[src/rtl/enkel_pkg.sv]
// Shared definitions for the enkel control path: word width, opcodes, FSM states.
package enkel_pkg;

  localparam int unsigned WORD_W = 8;

  localparam logic [WORD_W-1:0] OP_NOP = 8'h00;
  localparam logic [WORD_W-1:0] OP_LDA = 8'h01;
  localparam logic [WORD_W-1:0] OP_LDI = 8'h02;
  localparam logic [WORD_W-1:0] OP_ADD = 8'h03;
  localparam logic [WORD_W-1:0] OP_ADI = 8'h04;
  localparam logic [WORD_W-1:0] OP_NTM = 8'h05;
  localparam logic [WORD_W-1:0] OP_STA = 8'h06;
  localparam logic [WORD_W-1:0] OP_JMP = 8'h07;
  localparam logic [WORD_W-1:0] OP_JC  = 8'h08;
  localparam logic [WORD_W-1:0] OP_HLT = 8'hFF;

  typedef enum logic [2:0] {
    ST_FETCH_OP,
    ST_FETCH_ARG,
    ST_LOAD_B,
    ST_LATCH,
    ST_WRITE_A,
    ST_STORE,
    ST_HALT
  } state_e;

  // Opcodes that run the LOAD_B / LATCH / WRITE_A sequence.
  function automatic logic is_alu_op(input logic [WORD_W-1:0] op);
    return (op == OP_LDA) || (op == OP_LDI) || (op == OP_ADD) ||
           (op == OP_ADI) || (op == OP_NTM);
  endfunction

  // ALU opcodes whose B operand comes from memory rather than the IR.
  function automatic logic is_mem_src(input logic [WORD_W-1:0] op);
    return (op == OP_LDA) || (op == OP_ADD) || (op == OP_NTM);
  endfunction

endpackage

[src/rtl/program_counter.sv]
// 8-bit program counter: load has priority over increment, async clear.
module program_counter
  import enkel_pkg::*;
(
  input  logic              clk,
  input  logic              reset_n,
  input  logic              inc_i,
  input  logic              load_i,
  input  logic [WORD_W-1:0] load_val_i,
  output logic [WORD_W-1:0] pc_o
);

  logic [WORD_W-1:0] pc_q;
  logic [WORD_W-1:0] pc_d;

  // Next PC: jump target overrides the sequential increment (wraps FF->00).
  always_comb begin
    pc_d = pc_q;
    if (load_i) begin
      pc_d = load_val_i;
    end else if (inc_i) begin
      pc_d = pc_q + WORD_W'(1);
    end
  end

  // PC register.
  always_ff @(posedge clk or negedge reset_n) begin
    if (!reset_n) begin
      pc_q <= '0;
    end else begin
      pc_q <= pc_d;
    end
  end

  assign pc_o = pc_q;

endmodule

[src/rtl/control_sequencer.sv]
// Multi-cycle fetch/decode sequencer driving the enkel ALU control strobes.
module control_sequencer
  import enkel_pkg::*;
(
  input  logic              clk,
  input  logic              reset_n,
  input  logic [WORD_W-1:0] mem_data,
  input  logic              carry,
  output logic [WORD_W-1:0] mem_addr,
  output logic              mem_we,
  output logic [WORD_W-1:0] from_IR,
  output logic [WORD_W-1:0] from_PC,
  output logic              Aload,
  output logic              Bload,
  output logic              latch_A_load,
  output logic              Areset,
  output logic              Breset,
  output logic              A_PC_select,
  output logic              MEM_IR_select,
  output logic              compliment_or_adder,
  output logic              A_PC_enable,
  output logic              mem_IR_enable,
  output logic              adder_compliment_enable,
  output logic              halted
);

  state_e            state_q, state_d;
  logic [WORD_W-1:0] ir_op_q, ir_op_d;
  logic [WORD_W-1:0] ir_arg_q, ir_arg_d;
  logic [WORD_W-1:0] pc;
  logic              pc_inc;
  logic              pc_load;
  logic              areset_dec;

  program_counter u_pc (
    .clk        (clk),
    .reset_n    (reset_n),
    .inc_i      (pc_inc),
    .load_i     (pc_load),
    .load_val_i (mem_data),
    .pc_o       (pc)
  );

  // State and instruction register.
  always_ff @(posedge clk or negedge reset_n) begin
    if (!reset_n) begin
      state_q  <= ST_FETCH_OP;
      ir_op_q  <= '0;
      ir_arg_q <= '0;
    end else begin
      state_q  <= state_d;
      ir_op_q  <= ir_op_d;
      ir_arg_q <= ir_arg_d;
    end
  end

  // Next state, IR capture and PC control; the jump target is the operand byte being fetched.
  always_comb begin
    state_d  = state_q;
    ir_op_d  = ir_op_q;
    ir_arg_d = ir_arg_q;
    pc_inc   = 1'b0;
    pc_load  = 1'b0;
    case (state_q)
      ST_FETCH_OP: begin
        ir_op_d = mem_data;
        pc_inc  = 1'b1;
        state_d = ST_FETCH_ARG;
      end
      ST_FETCH_ARG: begin
        ir_arg_d = mem_data;
        pc_inc   = 1'b1;
        if (is_alu_op(ir_op_q)) begin
          state_d = ST_LOAD_B;
        end else if (ir_op_q == OP_STA) begin
          state_d = ST_STORE;
        end else if (ir_op_q == OP_HLT) begin
          state_d = ST_HALT;
        end else begin
          pc_load = (ir_op_q == OP_JMP) || ((ir_op_q == OP_JC) && carry);
          state_d = ST_FETCH_OP;
        end
      end
      ST_LOAD_B:  state_d = ST_LATCH;
      ST_LATCH:   state_d = ST_WRITE_A;
      ST_WRITE_A: state_d = ST_FETCH_OP;
      ST_STORE:   state_d = ST_FETCH_OP;
      ST_HALT:    state_d = ST_HALT;
      default:    state_d = ST_FETCH_OP;
    endcase
  end

  // Moore strobe decode from (state, opcode).
  always_comb begin
    mem_addr                = pc;
    mem_we                  = 1'b0;
    Aload                   = 1'b0;
    Bload                   = 1'b0;
    latch_A_load            = 1'b0;
    areset_dec              = 1'b0;
    A_PC_select             = 1'b0;
    MEM_IR_select           = 1'b0;
    compliment_or_adder     = 1'b0;
    A_PC_enable             = 1'b0;
    mem_IR_enable           = 1'b0;
    adder_compliment_enable = 1'b0;
    halted                  = 1'b0;
    case (state_q)
      ST_LOAD_B: begin
        Bload         = 1'b1;
        mem_IR_enable = 1'b1;
        if (is_mem_src(ir_op_q)) begin
          MEM_IR_select = 1'b1;
          mem_addr      = ir_arg_q;
        end
        areset_dec = (ir_op_q == OP_LDA) || (ir_op_q == OP_LDI);
      end
      ST_LATCH: begin
        latch_A_load            = 1'b1;
        adder_compliment_enable = 1'b1;
        A_PC_enable             = 1'b1;
        A_PC_select             = 1'b1;
        compliment_or_adder     = (ir_op_q == OP_NTM);
      end
      ST_WRITE_A: Aload = 1'b1;
      ST_STORE: begin
        mem_addr = ir_arg_q;
        mem_we   = 1'b1;
      end
      ST_HALT: halted = 1'b1;
      default: ;
    endcase
  end

  // ALU clears follow reset_n combinationally so the ALU empties in the same cycles.
  assign Areset  = ~reset_n | areset_dec;
  assign Breset  = ~reset_n;
  assign from_IR = ir_arg_q;
  assign from_PC = pc;

endmodule

[config.mk]
export PLATFORM = sky130hd
export DESIGN_NAME = control_sequencer
export DESIGN_NICKNAME = d
export VERILOG_FILES = /design/src/rtl/enkel_pkg.sv /design/src/rtl/program_counter.sv /design/src/rtl/control_sequencer.sv
export SDC_FILE = /design/constraint.sdc
export NUM_CORES = 1
export LEC_CHECK = 0
export CAP_MARGIN = 20
export CORE_MARGIN = 3
export CORE_UTILIZATION = 44
export DETAILED_ROUTE_END_ITERATION = 7
export PLACE_DENSITY = 0.77
export SETUP_SLACK_MARGIN = 0.15
export SLEW_MARGIN = 15
export SYNTH_ARGS = -nofsm -noshare
export SYNTH_HDL_FRONTEND = slang
export SYNTH_SLANG_ARGS = --single-unit
[constraint.sdc]
create_clock -name clk -period 2.1 [get_ports clk]
set_input_delay 0.315 -clock clk [delete_from_list [all_inputs] [get_ports clk]]
set_output_delay 0.315 -clock clk [all_outputs]
set_load 0.02 [all_outputs]
# Word-level counts from Yosys, hierarchy flattened
# Cells that the tools add are included.
# totals
output_inout_bits,37
ff_bits,27
input_bits,11
wordCells,55
# classes
eq_ne,15
bitwise_logic,2
muxes,22
addsub,1
reduce_logical,11
# ops
cell,n
"8-bit by 3-bit equality test with 1-bit output, second input constant",4
8-bit two-way mux,3
"8-bit by 2-bit equality test with 1-bit output, second input constant",2
8-bit case mux with 2 select lines,1
3-bit case mux with 5 select lines,1
1-bit two-way mux,14
"3-bit equality test, second input constant",3
3-bit two-way mux,3
"8-bit by 1-bit adder with 8-bit output, second input constant",1
"8-bit by 1-bit equality test with 1-bit output, second input constant",1
"8-bit by 4-bit equality test with 1-bit output, second input constant",1
"8-bit equality test, second input constant",1
1-bit logical OR,7
"3-bit by 2-bit equality test with 1-bit output, second input constant",2
"3-bit by 1-bit equality test with 1-bit output, second input constant",1
3-bit logical NOT,1
2-bit nonzero test,1
2-bit OR reduction,1
1-bit logical AND,1
1-bit inverter,1
1-bit bitwise OR,1

# Depth between registers and ports, before layout
# Gate-level depths: netlist of the first run.
# depth
depth_word,8
mapped_depth,7
ltp_nobuf,5

# Modules after synthesis
# From an unflattened synthesis of the first run, not the netlist that was laid out.
# unflattened
cells_unflattened,146
area_unflattened_um2,1551.5
# modules_own_cells
mod,cells_per_inst,seq_area_each_um2,area_each_um2,n_inst
control_sequencer,97,475.5,1101.1,1
program_counter,49,200.2,450.4,1

# Least setup slack after synthesis of the first run
# No wires, ideal clock.
# synth_path
path_kind,flip-flop to output port
from,reg state_q[0]
to,out mem_addr[0]
path_stages_with_launch,6
path_slack_ns,0.009
t_required_ns,1.785
arrival_time_ns,1.776
cell_sequence,dfrtp_1 -> buf_4 -> nor3b_2 -> nand2_1 -> o21bai_4 -> mux2_2
# synth_between
elab_chain_cells,2
elab_cells_between_ends,3
classes_between,2 x eq/ne; 1 x mux
# synth_rtl
item,line,rtl
from (decl),control_sequencer.sv:27,"state_e state_q, state_d;"
from (signal assigned),control_sequencer.sv:51,state_q <= state_d;
3-bit equality test or 3-bit by 2-bit equality test with 1-bit output (tied branches),control_sequencer.sv:108,case (state_q)
8-bit case mux with 2 select lines (*),control_sequencer.sv:108,
to (decl),control_sequencer.sv:9,"output logic [WORD_W-1:0] mem_addr,"
# Every way passes the cells marked *; elsewhere a longest branch is shown, timed or not.

# Worst setup path in the final report of the first run
# layout_path
from,reg ir_op_q[4]
to,out mem_addr[7]
# layout_between
elab_chain_cells,5
elab_cells_between_ends,7
classes_between,3 x eq/ne; 2 x mux; 2 x reduce/logical
# layout_rtl
item,line,rtl
from (decl),control_sequencer.sv:28,"logic [WORD_W-1:0] ir_op_q, ir_op_d;"
from (signal assigned),control_sequencer.sv:52,ir_op_q <= ir_op_d;
8-bit by 1-bit equality test with 1-bit output or 8-bit by 2-bit equality test with 1-bit output (tied branches),enkel_pkg.sv:35,return (op == OP_LDA) || (op == OP_ADD) || (op == OP_NTM);
1-bit logical OR,enkel_pkg.sv:35,
1-bit logical OR (*),enkel_pkg.sv:35,
8-bit two-way mux (*),control_sequencer.sv:112,if (is_mem_src(ir_op_q)) begin
8-bit case mux with 2 select lines (*),control_sequencer.sv:108,
# Marked as above.

==> metrics.txt, run 1 <==
status finished, violations left; failing checks setup timing; clock tree buffer depth 2; IO Port Bufs 47; final setup margin -0.151 ns; Post-Synth Adder-Cell Area 0.736%; most frequent cells in the layout buf_4 (30), dfrtp_1 (27), clkdlybuf4s50_1 (26); Post-synth EDFFs 0; Routed Antenna Nets 0; sequential fraction of the synthesis area 39.8%; multiplexer share of the synthesized area 15.2%; Final Hold Vio Count 0; total gr overflow 0; Final HPWL DP about 3400 um; GPL Wtd Cong approximately 0.82; Synth area leaders dfrtp_1 (40%), mux2_2 (15%), nand2_1 (4.2%), buf_4 (2.2%), o211ai_1 (2.2%); Fillers 276; CTS tree done; # diodes 0; Rows 21; Tmin final 2.25 ns; Worst path slowest cell dfrtp_1; Worst Path Arrival 1.94 ns; Area growth syn-to-layout 48.9%; final period utilization 107%; MaxCap Viol Count 0; relative slew slack 66.1%; Worst Setup Start Kind flop; total clock buffers created by CTS 3; Ys Warns 0; xor and xnor area share after synthesis 1.03%; cell taking the most area after synthesis dfrtp_1; Syn Std Cell Area between 1500 and 2000 um2; first-pass GRT wire length approximately 7500 um; H-tree depth 1; Vias/cell 5.65; fmax 0.444 GHz; vias in the first global route 1500; WS Path Type flop to primary output; Peak VDD IR 0.000846 V; Total GRT Usage 21.9%; Post-Synthesis Cells 160; Layout Nets 243; placed cell areas roughly 2300 um2; commonest non-fill, non-tap cell in the layout buf_4; RSZ-0062 raised after global routing true; slowest cell delay on critical path 0.42 ns; Hold Crit Class primary input to async pin; ys async rst share between 90% and 100%; crit-path leading delay family simple AND/OR/NAND/NOR gates; IO Pins 48; First DRT Iteration DRCs 117; largest family of logic cells by synthesized area simple AND/OR/NAND/NOR gates; syn nets 172; clock skew between 0.003 and 0.004 ns; Post-Route WL 4860 um; core area 3520 um2; Yosys cell types 49; WP buf/inv 2; Yosys top cell area share 39.8%; layout cell share with drive strength beyond 1 roughly two fifths; starting density of the core around 48%; average size of a mapped cell about 11 um2; Avg WL per Cell 17.6 um; Worst-Margin Slew 0.506 ns; Clock Latency Late Sink 0.27 ns; Cell Pwr Density 1510 nW/um2; Synth Area in Compound Gates 13.8%; CP Capture Type primary output; worst-path cell chain nor4_4, nand3b_4, o21bai_4, buf_12, mux2_4, buf_6; CTS sink cnt 27; dpl cells 263; Die H 68.1 um; Setup violations, final 9; required time of the worst setup path 1.78 ns; Simple-Gate Fraction of Synth Area roughly 24%; fin cells approximately 280; initial antenna violation count 0; clk root buf clkbuf_8; # DRC 0; Synth Flop Type dfrtp_1; Pre-antenna DRT Iters 4; register area 676 um2; Pins Over Slew Limit 0; total vias in the final route 1559; largest net degree at the start of global routing 24; utilization after layout between 70% and 80%; Multi-input gate area 1030 um2; Synth Register Bits 27; Leakage 0.00114 uW; Reg clk slew, reported paths 0.09 ns; Chip Width 68.1 um; Final Instance Area 2530 um2; die area 4640 um2; critical path peak fanout 8; total chip power 3830 uW
==> worst reg2reg max path, cell delays in order (launching register included) <==
cell and delay, ns:
dfrtp_1 0.39, buf_4 0.13, buf_4 0.15, or2_4 0.34, nor2_4 0.25, buf_4 0.19
mux2_2 0.33
==> registers in the layout (all words and copies together), names as in the netlist <==
register,cells
u_pc.pc_o,8
ir_op_q,8
state_q,3
from_IR,8
==> worst paths after layout <==
path	from	end	slack, ns	depth (start not counted)
max	ir_op_q[4]	mem_addr[7]	-0.15	6
min	reset_n	from_IR[6]	0.22	2
max reg2reg	state_q[1]	ir_op_q[5]	0.21	6
max in group asynchronous	reset_n	from_IR[4]	1.37	2
min reg2reg	from_IR[4]	from_IR[4]	0.55	1
min in group clk	from_IR[4]	from_IR[4]	0.55	1
==> what timing repair did <==
item | CTS | global route
buffers inserted | 3 | 5
hold endpoints to repair | 0 | 1
setup endpoints to repair | 27 | 23
gates resized for setup | 91 | 14
hold buffers | 0 | 1
pin swaps | 4 | 6
==> cells in the mapped netlist (5+ instances only) <==
library cell  count
buf_2             7
nand3_1           5
buf_4             5
dfrtp_1          27
nor2_1            5
nand2_1          19
o211ai_1          5
mux2_2           23
o22ai_1           5
==> cells by family after synthesis <==
logic type | after synthesis
AND/OR/NAND/NOR | 64
AO/OA/AOI/OAI | 28
XOR/XNOR | 2
buffers and inverters | 15
adder cells (fa/ha/maj) | 1
flip-flops | 27
multiplexers | 23
==> where the power goes <==
| group | internal [uW] | switching (uW) |
|---|---|---|
| sequential | 778 | 298 |
| clock | 136 | 161 |
| combinational | 1280 | 1180 |
| total | 2190 | 1640 |
==> metrics by stage <==
step	hold slack, ns	setup TNS (ns)	worst slack, ns
6_report	0.217	-1.19	-0.151
5_1_grt	0.215	-1.95	-0.234
4_1_cts	0.300	-1.46	-0.185
3_5_place_dp	0.534	-3.07	-0.346
3_3_place_gp	0.507	-2.31	-0.263
2_1_floorplan	0.0194	0	0.134
==> routing by layer <==
| metal | track usage, % | wire, um | share of wire [%] | vias to the layer above |
|---|---|---|---|---|
| li1 | - | - | - | 726 |
| met1 | 28.7 | 2030 | 42 | 769 |
| met2 | 37.9 | 2500 | 51 | 60 |
| met3 | 3.61 | 303 | 6.2 | 4 |
| met4 | 4.47 | 25 | 0.51 | 0 |
| met5 | 0 | 0 | 0 | - |
==> area by class of cell <==
type	count	share of cell area, %
Clock buffer	4	1.78
Timing Repair Buffer	79	28.3
Multi-Input combinational cell	118	40.7
Tap cell	46	2.27
Inverter	2	0.297
Sequential cell	27	26.7
(Power assumes the default switching activity.)
==> inputs of run 2 (changes only) <==
--- a/config.mk
+++ b/config.mk
@@ -9,7 +9,8 @@
 export CORE_MARGIN = 3
 export CORE_UTILIZATION = 44
 export DETAILED_ROUTE_END_ITERATION = 7
-export PLACE_DENSITY = 0.77
+export DONT_BUFFER_PORTS = 1
+export PLACE_DENSITY = 0.61
 export SETUP_SLACK_MARGIN = 0.15
 export SLEW_MARGIN = 15
 export SYNTH_ARGS = -nofsm -noshare
==> metrics.txt, run 2 (synthesized netlist as in run 1, its figures left out) <==
Fillers 298 (+8.0%); Area growth syn-to-layout 25.2%; Multi-input gate area 1060 um2 (+2.7%); IO Pins 48 (unchanged); Rows 21 (unchanged); # diodes 0 (unchanged); largest net degree at the start of global routing 28 (+17%); commonest non-fill, non-tap cell in the layout dfrtp_1; Tmin final 2.16 ns (-0.0945 ns); Cell Pwr Density 1530 nW/um2 (+1.2%); MaxCap Viol Count 0 (unchanged); CTS sink cnt 27 (unchanged); Vias/cell 6.00 (+6.3%); CTS tree done; H-tree depth 1 (unchanged); relative slew slack 64.1% (-2.0 points); Post-Route WL 4410 um (-9.4%); clock tree buffer depth 2 (unchanged); register area 678 um2 (+0.37%); required time of the worst setup path 1.78 ns (about the same); fmax 0.464 GHz (+4.4%); Final HPWL DP 3070 um (-11%); CP Capture Type primary output; Worst path slowest cell dfrtp_1; total gr overflow 0 (unchanged); Psw 1520 uW (-7.1%); critical path peak fanout 4 (-4); final period utilization 103% (-4.5 points); Routed Antenna Nets 0 (unchanged); switch share 46.7% (+3.9 points); Reg clk slew, reported paths 0.09 ns (about the same); Worst Path Arrival 1.84 ns (-0.10 ns); layout cell share with drive strength beyond 1 46.4% (+5.6 points); dpl cells 211 (-20%); total clock buffers created by CTS 3 (unchanged); Avg WL per Cell 19.2 um (+9.2%); Final Hold Vio Count 0 (unchanged); vias in the first global route 1320 (-12%); failing checks setup timing; worst-path cell chain nor4_4, nand3b_4, o21bai_4, buf_6, mux2_4; Clock Latency Late Sink 0.27 ns (about the same); status finished, violations left; initial antenna violation count 0 (unchanged); Reg power frac 41.0% (+13 points); total vias in the final route 1375 (-12%); IO Port Bufs 0 (-100%); Pins Over Slew Limit 0 (unchanged); Reg2Reg Setup Slack 0.16 ns (-0.05 ns); setup TNS -0.441 ns (+0.752 ns); most frequent cells in the layout dfrtp_1 (25), buf_4 (23), nand2_1 (18); Peak VDD IR 0.000794 V (-6.1%); Die H 68.1 um (unchanged); Pre-antenna DRT Iters 4 (unchanged); # DRC 0 (unchanged); first-pass GRT wire length 7000 um (-6.8%); final setup margin -0.0560 ns (+0.0945 ns); Worst Setup Start Kind flop; starting density of the core 48.3% (unchanged); internal power 1740 uW (-21%); WS Path Type flop to primary output; RSZ-0062 raised after global routing true; Worst-Margin Slew 0.538 ns (+0.0316 ns); clock share of power 9.1% (+1.3 points); fin cells 229 (-17%); Setup violations, final 10 (+1); Hold Crit Class primary input to flop; core area 3520 um2 (unchanged); Setup WS pre-CTS -0.210 ns (+0.136 ns); Logic pwr share 49.9% (-14 points); Chip Width 68.1 um (unchanged); clk root buf clkbuf_8; clock skew 0.00339 ns (+0.000255 ns); slowest cell delay on critical path 0.44 ns (+0.02 ns); First DRT Iteration DRCs 49 (-58%); GPL Wtd Cong 0.816 (-0.38%); Layout Nets 196 (-19%); die area 4640 um2 (unchanged); Leakage 0.000915 uW (-20%); Total GRT Usage 20.2% (-1.7 points)
## run 2: changes by cell type in the layout (fill, tap and decap cells not counted), sizes merged
cell,previous run,this run
clkdlybuf4s50,26,0
buf,42,31
clkbuf,8,3
dlygate4sd2,5,0
clkinv,0,1
dlymetal6s2s,1,0
## run 2: through the flow
stage / total power, uW / utilization (%) / area (um2) / hold WS [ns]
after floorplan: 2350 / - / 1710 / 0.0194
after global placement: 2670 / 52.0 / 1830 / 0.0202
after detailed placement: 2730 / 52.0 / 1830 / 0.0203
after CTS: 3150 / 57.1 / 2010 / 0.154
after global routing: 3480 / 60.4 / 2130 / 0.162
final: 3260 / 60.4 / 2130 / 0.156
## run 2: timing repair
| action | CTS | global route |
|---|---|---|
| hold buffers | 2 | 0 |
| endpoints found under the hold margin | 27 | 0 |
| setup endpoints to repair | 27 | 23 |
| buffers inserted | 7 | 5 |
| resized for setup | 12 | 19 |
| pin swaps | 3 | 4 |
## run 2: layout make-up
type / instances / area share [%]
sequential: 27 / 31.9
multi-input combinational: 118 / 49.6
inverter: 2 / 0.353
clock buffer: 3 / 1.94
tap: 46 / 2.71
clock inverter: 1 / 0.235
timing repair buffer: 32 / 13.2
## run 2: final timing paths
path / start / end / cells after the start
max in group asynchronous: reset_n / ir_op_q[6] / 2
setup reg to reg: ir_op_q[5] / u_pc.pc_o[7] / 8
hold / removal: mem_data[0] / ir_op_q[0] / 2
min in group asynchronous: reset_n / from_IR[1] / 2
hold reg to reg: ir_op_q[1] / ir_op_q[1] / 1
setup / recovery: ir_op_q[5] / mem_addr[6] / 5
## run 2: worst max-delay path, delay by kind of cell (launching register included)
family	cells	cell delay, ns
compound gates	1	0.16
flops	1	0.44
buf+inv	1	0.15
mux	1	0.34
simple gates	2	0.48
## run 2: metal layers
layer | wire, um | global-route usage (%) | vias to the layer above
li1 | - | - | 631
met1 | 2030 | 27.8 | 708
met2 | 2120 | 32.5 | 32
met3 | 217 | 4.60 | 4
met4 | 37 | 4.47 | 0
met5 | 0 | 0 | -
## run 2: power groups by stage
stage	logic [uW]	registers, uW	clock network (uW)
final	1620	1340	297
after global routing	1770	1380	331
after CTS	1510	1330	303
after detailed placement	1380	1340	0
after global placement	1360	1320	0
after floorplan	1150	1200	0
==> inputs of run 3 (changes only) <==
--- a/config.mk
+++ b/config.mk
@@ -6,11 +6,11 @@
 export NUM_CORES = 1
 export LEC_CHECK = 0
 export CAP_MARGIN = 20
-export CORE_MARGIN = 3
+export CORE_MARGIN = 2
 export CORE_UTILIZATION = 44
 export DETAILED_ROUTE_END_ITERATION = 7
 export DONT_BUFFER_PORTS = 1
-export PLACE_DENSITY = 0.61
+export PLACE_DENSITY = 0.63
 export SETUP_SLACK_MARGIN = 0.15
 export SLEW_MARGIN = 15
 export SYNTH_ARGS = -nofsm -noshare
==> constraint.sdc (replaced) <==
create_clock -name clk -period 1.9 [get_ports clk]
set_input_delay 0.285 -clock clk [delete_from_list [all_inputs] [get_ports clk]]
set_output_delay 0.285 -clock clk [all_outputs]
set_load 0.02 [all_outputs]
==> metrics.txt, run 3 (synthesized netlist as in run 1, its figures left out) <==
status finished, violations left; failing checks setup timing; IO Pins 48 (unchanged); Pins Over Slew Limit 0 (unchanged); First DRT Iteration DRCs 83 (+69%); Reg clk slew, reported paths 0.09 ns (about the same); first-pass GRT wire length 6980 um (-0.30%); Reg power frac 38.1% (-2.9 points); starting density of the core 46.1% (-2.2 points); largest net degree at the start of global routing 28 (unchanged); hold_ws 0.135 ns (-0.0213 ns); Multi-input gate area 1130 um2 (+7.2%); critical path peak fanout 8 (+4); H-tree depth 1 (unchanged); Area growth syn-to-layout 36.6%; Worst Path Arrival 1.87 ns (+0.03 ns); Clock Latency Late Sink 0.28 ns (about the same); WS Path Type flop to primary output; GPL Wtd Cong 0.859 (+5.3%); Hold Crit Class primary input to flop; Reg2Reg Setup Slack -0.08 ns (-0.24 ns); CTS tree done; Total GRT Usage 21.4% (+1.2 points); Fillers 296 (-0.67%); core area 3690 um2 (+4.8%); clock share of power 8.6% (-0.5 points); Setup violations, final 17 (+7); Peak VDD IR 0.000958 V (+21%); MaxCap Viol Count 0 (unchanged); total chip power 3920 uW (+20%); Avg WL per Cell 20.0 um (+4.0%); Logic pwr share 53.3% (+3.4 points); # DRC 0 (unchanged); fmax 0.465 GHz; Final Hold Vio Count 0 (unchanged); Psw 1810 uW (+19%); Die H 66.1 um (-2.9%); internal power 2120 uW (+22%); Tmin final roughly 2.2 ns; relative slew slack 70.2% (+6.1 points); vias in the first global route 1435 (+8.7%); Rows 22 (+4.8%); # diodes 0 (unchanged); required time of the worst setup path 1.62 ns (-0.16 ns); Post-Route WL 4800 um (+9.0%); most frequent cells in the layout dfrtp_1 (24), buf_4 (24), nand2_1 (18); die area 4370 um2 (-5.8%); final period utilization 113%; CP Capture Type primary output; Worst-Margin Slew 0.447 ns (-0.0914 ns); total vias in the final route 1453 (+5.7%); CTS sink cnt 27 (unchanged); Routed Antenna Nets 0 (unchanged); Worst Setup Start Kind flop; switch share 46.1% (-0.61 points); RSZ-0062 raised after global routing true; total clock buffers created by CTS 3 (unchanged); IO Port Bufs 0 (unchanged); Cell Pwr Density 1690 nW/um2 (+10%); total gr overflow 0 (unchanged); Vias/cell 6.05 (+0.83%); clock skew 0.00561 ns (+0.00223 ns); clock tree buffer depth 2 (unchanged); initial antenna violation count 0 (unchanged); Final HPWL DP 2980 um (-3.0%); Chip Width 66.1 um (-2.9%); Layout Nets 205 (+4.6%); clk root buf clkbuf_8; Leakage 0.00101 uW (+11%); register area 679 um2 (+0.18%); Pre-antenna DRT Iters 4 (unchanged); final setup margin -0.252 ns (-0.196 ns); layout cell share with drive strength beyond 1 52.6% (+6.2 points)
## run 3: repair_timing
action / in CTS / in global routing
endpoints found under the setup margin: 23 / 32
pin swaps: 15 / 10
endpoints found under the hold margin: 27 / 0
hold buffers: 2 / 0
buffers inserted: 9 / 12
gates resized for setup: 23 / 28
## run 3: per-layer routing
metal | global-route usage (%) | up-vias | part of all wire, %
met5 | 0 | - | 0
met4 | 7.14 | 0 | 1.7
met3 | 5.96 | 9 | 5.8
met2 | 34.9 | 55 | 49
met1 | 27.3 | 738 | 43
li1 | - | 651 | -
## run 3: final timing paths
check	startpoint	depth (start not counted)	to
max	ir_op_q[6]	5	mem_addr[4]
min	mem_data[1]	2	u_pc.pc_o[1]
max reg2reg	ir_op_q[6]	8	u_pc.pc_o[7]
min reg2reg	ir_op_q[4]	1	ir_op_q[4]
max in group asynchronous	reset_n	2	state_q[1]
min in group asynchronous	reset_n	2	from_IR[0]
## run 3: power groups by stage
| stage | combinational [uW] | clock [uW] | sequential [uW] |
|---|---|---|---|
| after floorplan | 1340 | 0 | 1340 |
| after global placement | 1520 | 0 | 1470 |
| after detailed placement | 1560 | 0 | 1490 |
| after CTS | 1760 | 342 | 1470 |
| after global routing | 2220 | 364 | 1550 |
| final | 2090 | 338 | 1500 |
## run 3: cell type report
class                   instances  share of cell area [%]
multi-input cells             118                    48.8
inverters                       2                   0.323
well taps                      48                    2.59
repair buffers                 41                    17.1
flip-flops and latches         27                    29.3
clock buffers                   4                    1.94
## run 3: stage by stage
stage	worst slack, ns	cells	cell area, um2	util, %	setup TNS (ns)
after floorplan	-0.0292	160	1760	-	-0.233
after global placement	0.0793	213	1880	50.9	0
after detailed placement	0.0442	213	1880	50.9	0
after CTS	-0.231	228	2120	57.4	-2.13
after global routing	-0.357	240	2320	62.9	-4.50
final	-0.252	240	2320	62.9	-2.61
## run 3: worst max-delay path, stage by stage, from the launching register on
cell and delay, ns:
dfrtp_1 0.42, nor4_4 0.38, nand3b_4 0.13, o21bai_4 0.16, buf_12 0.16, mux2_4 0.34
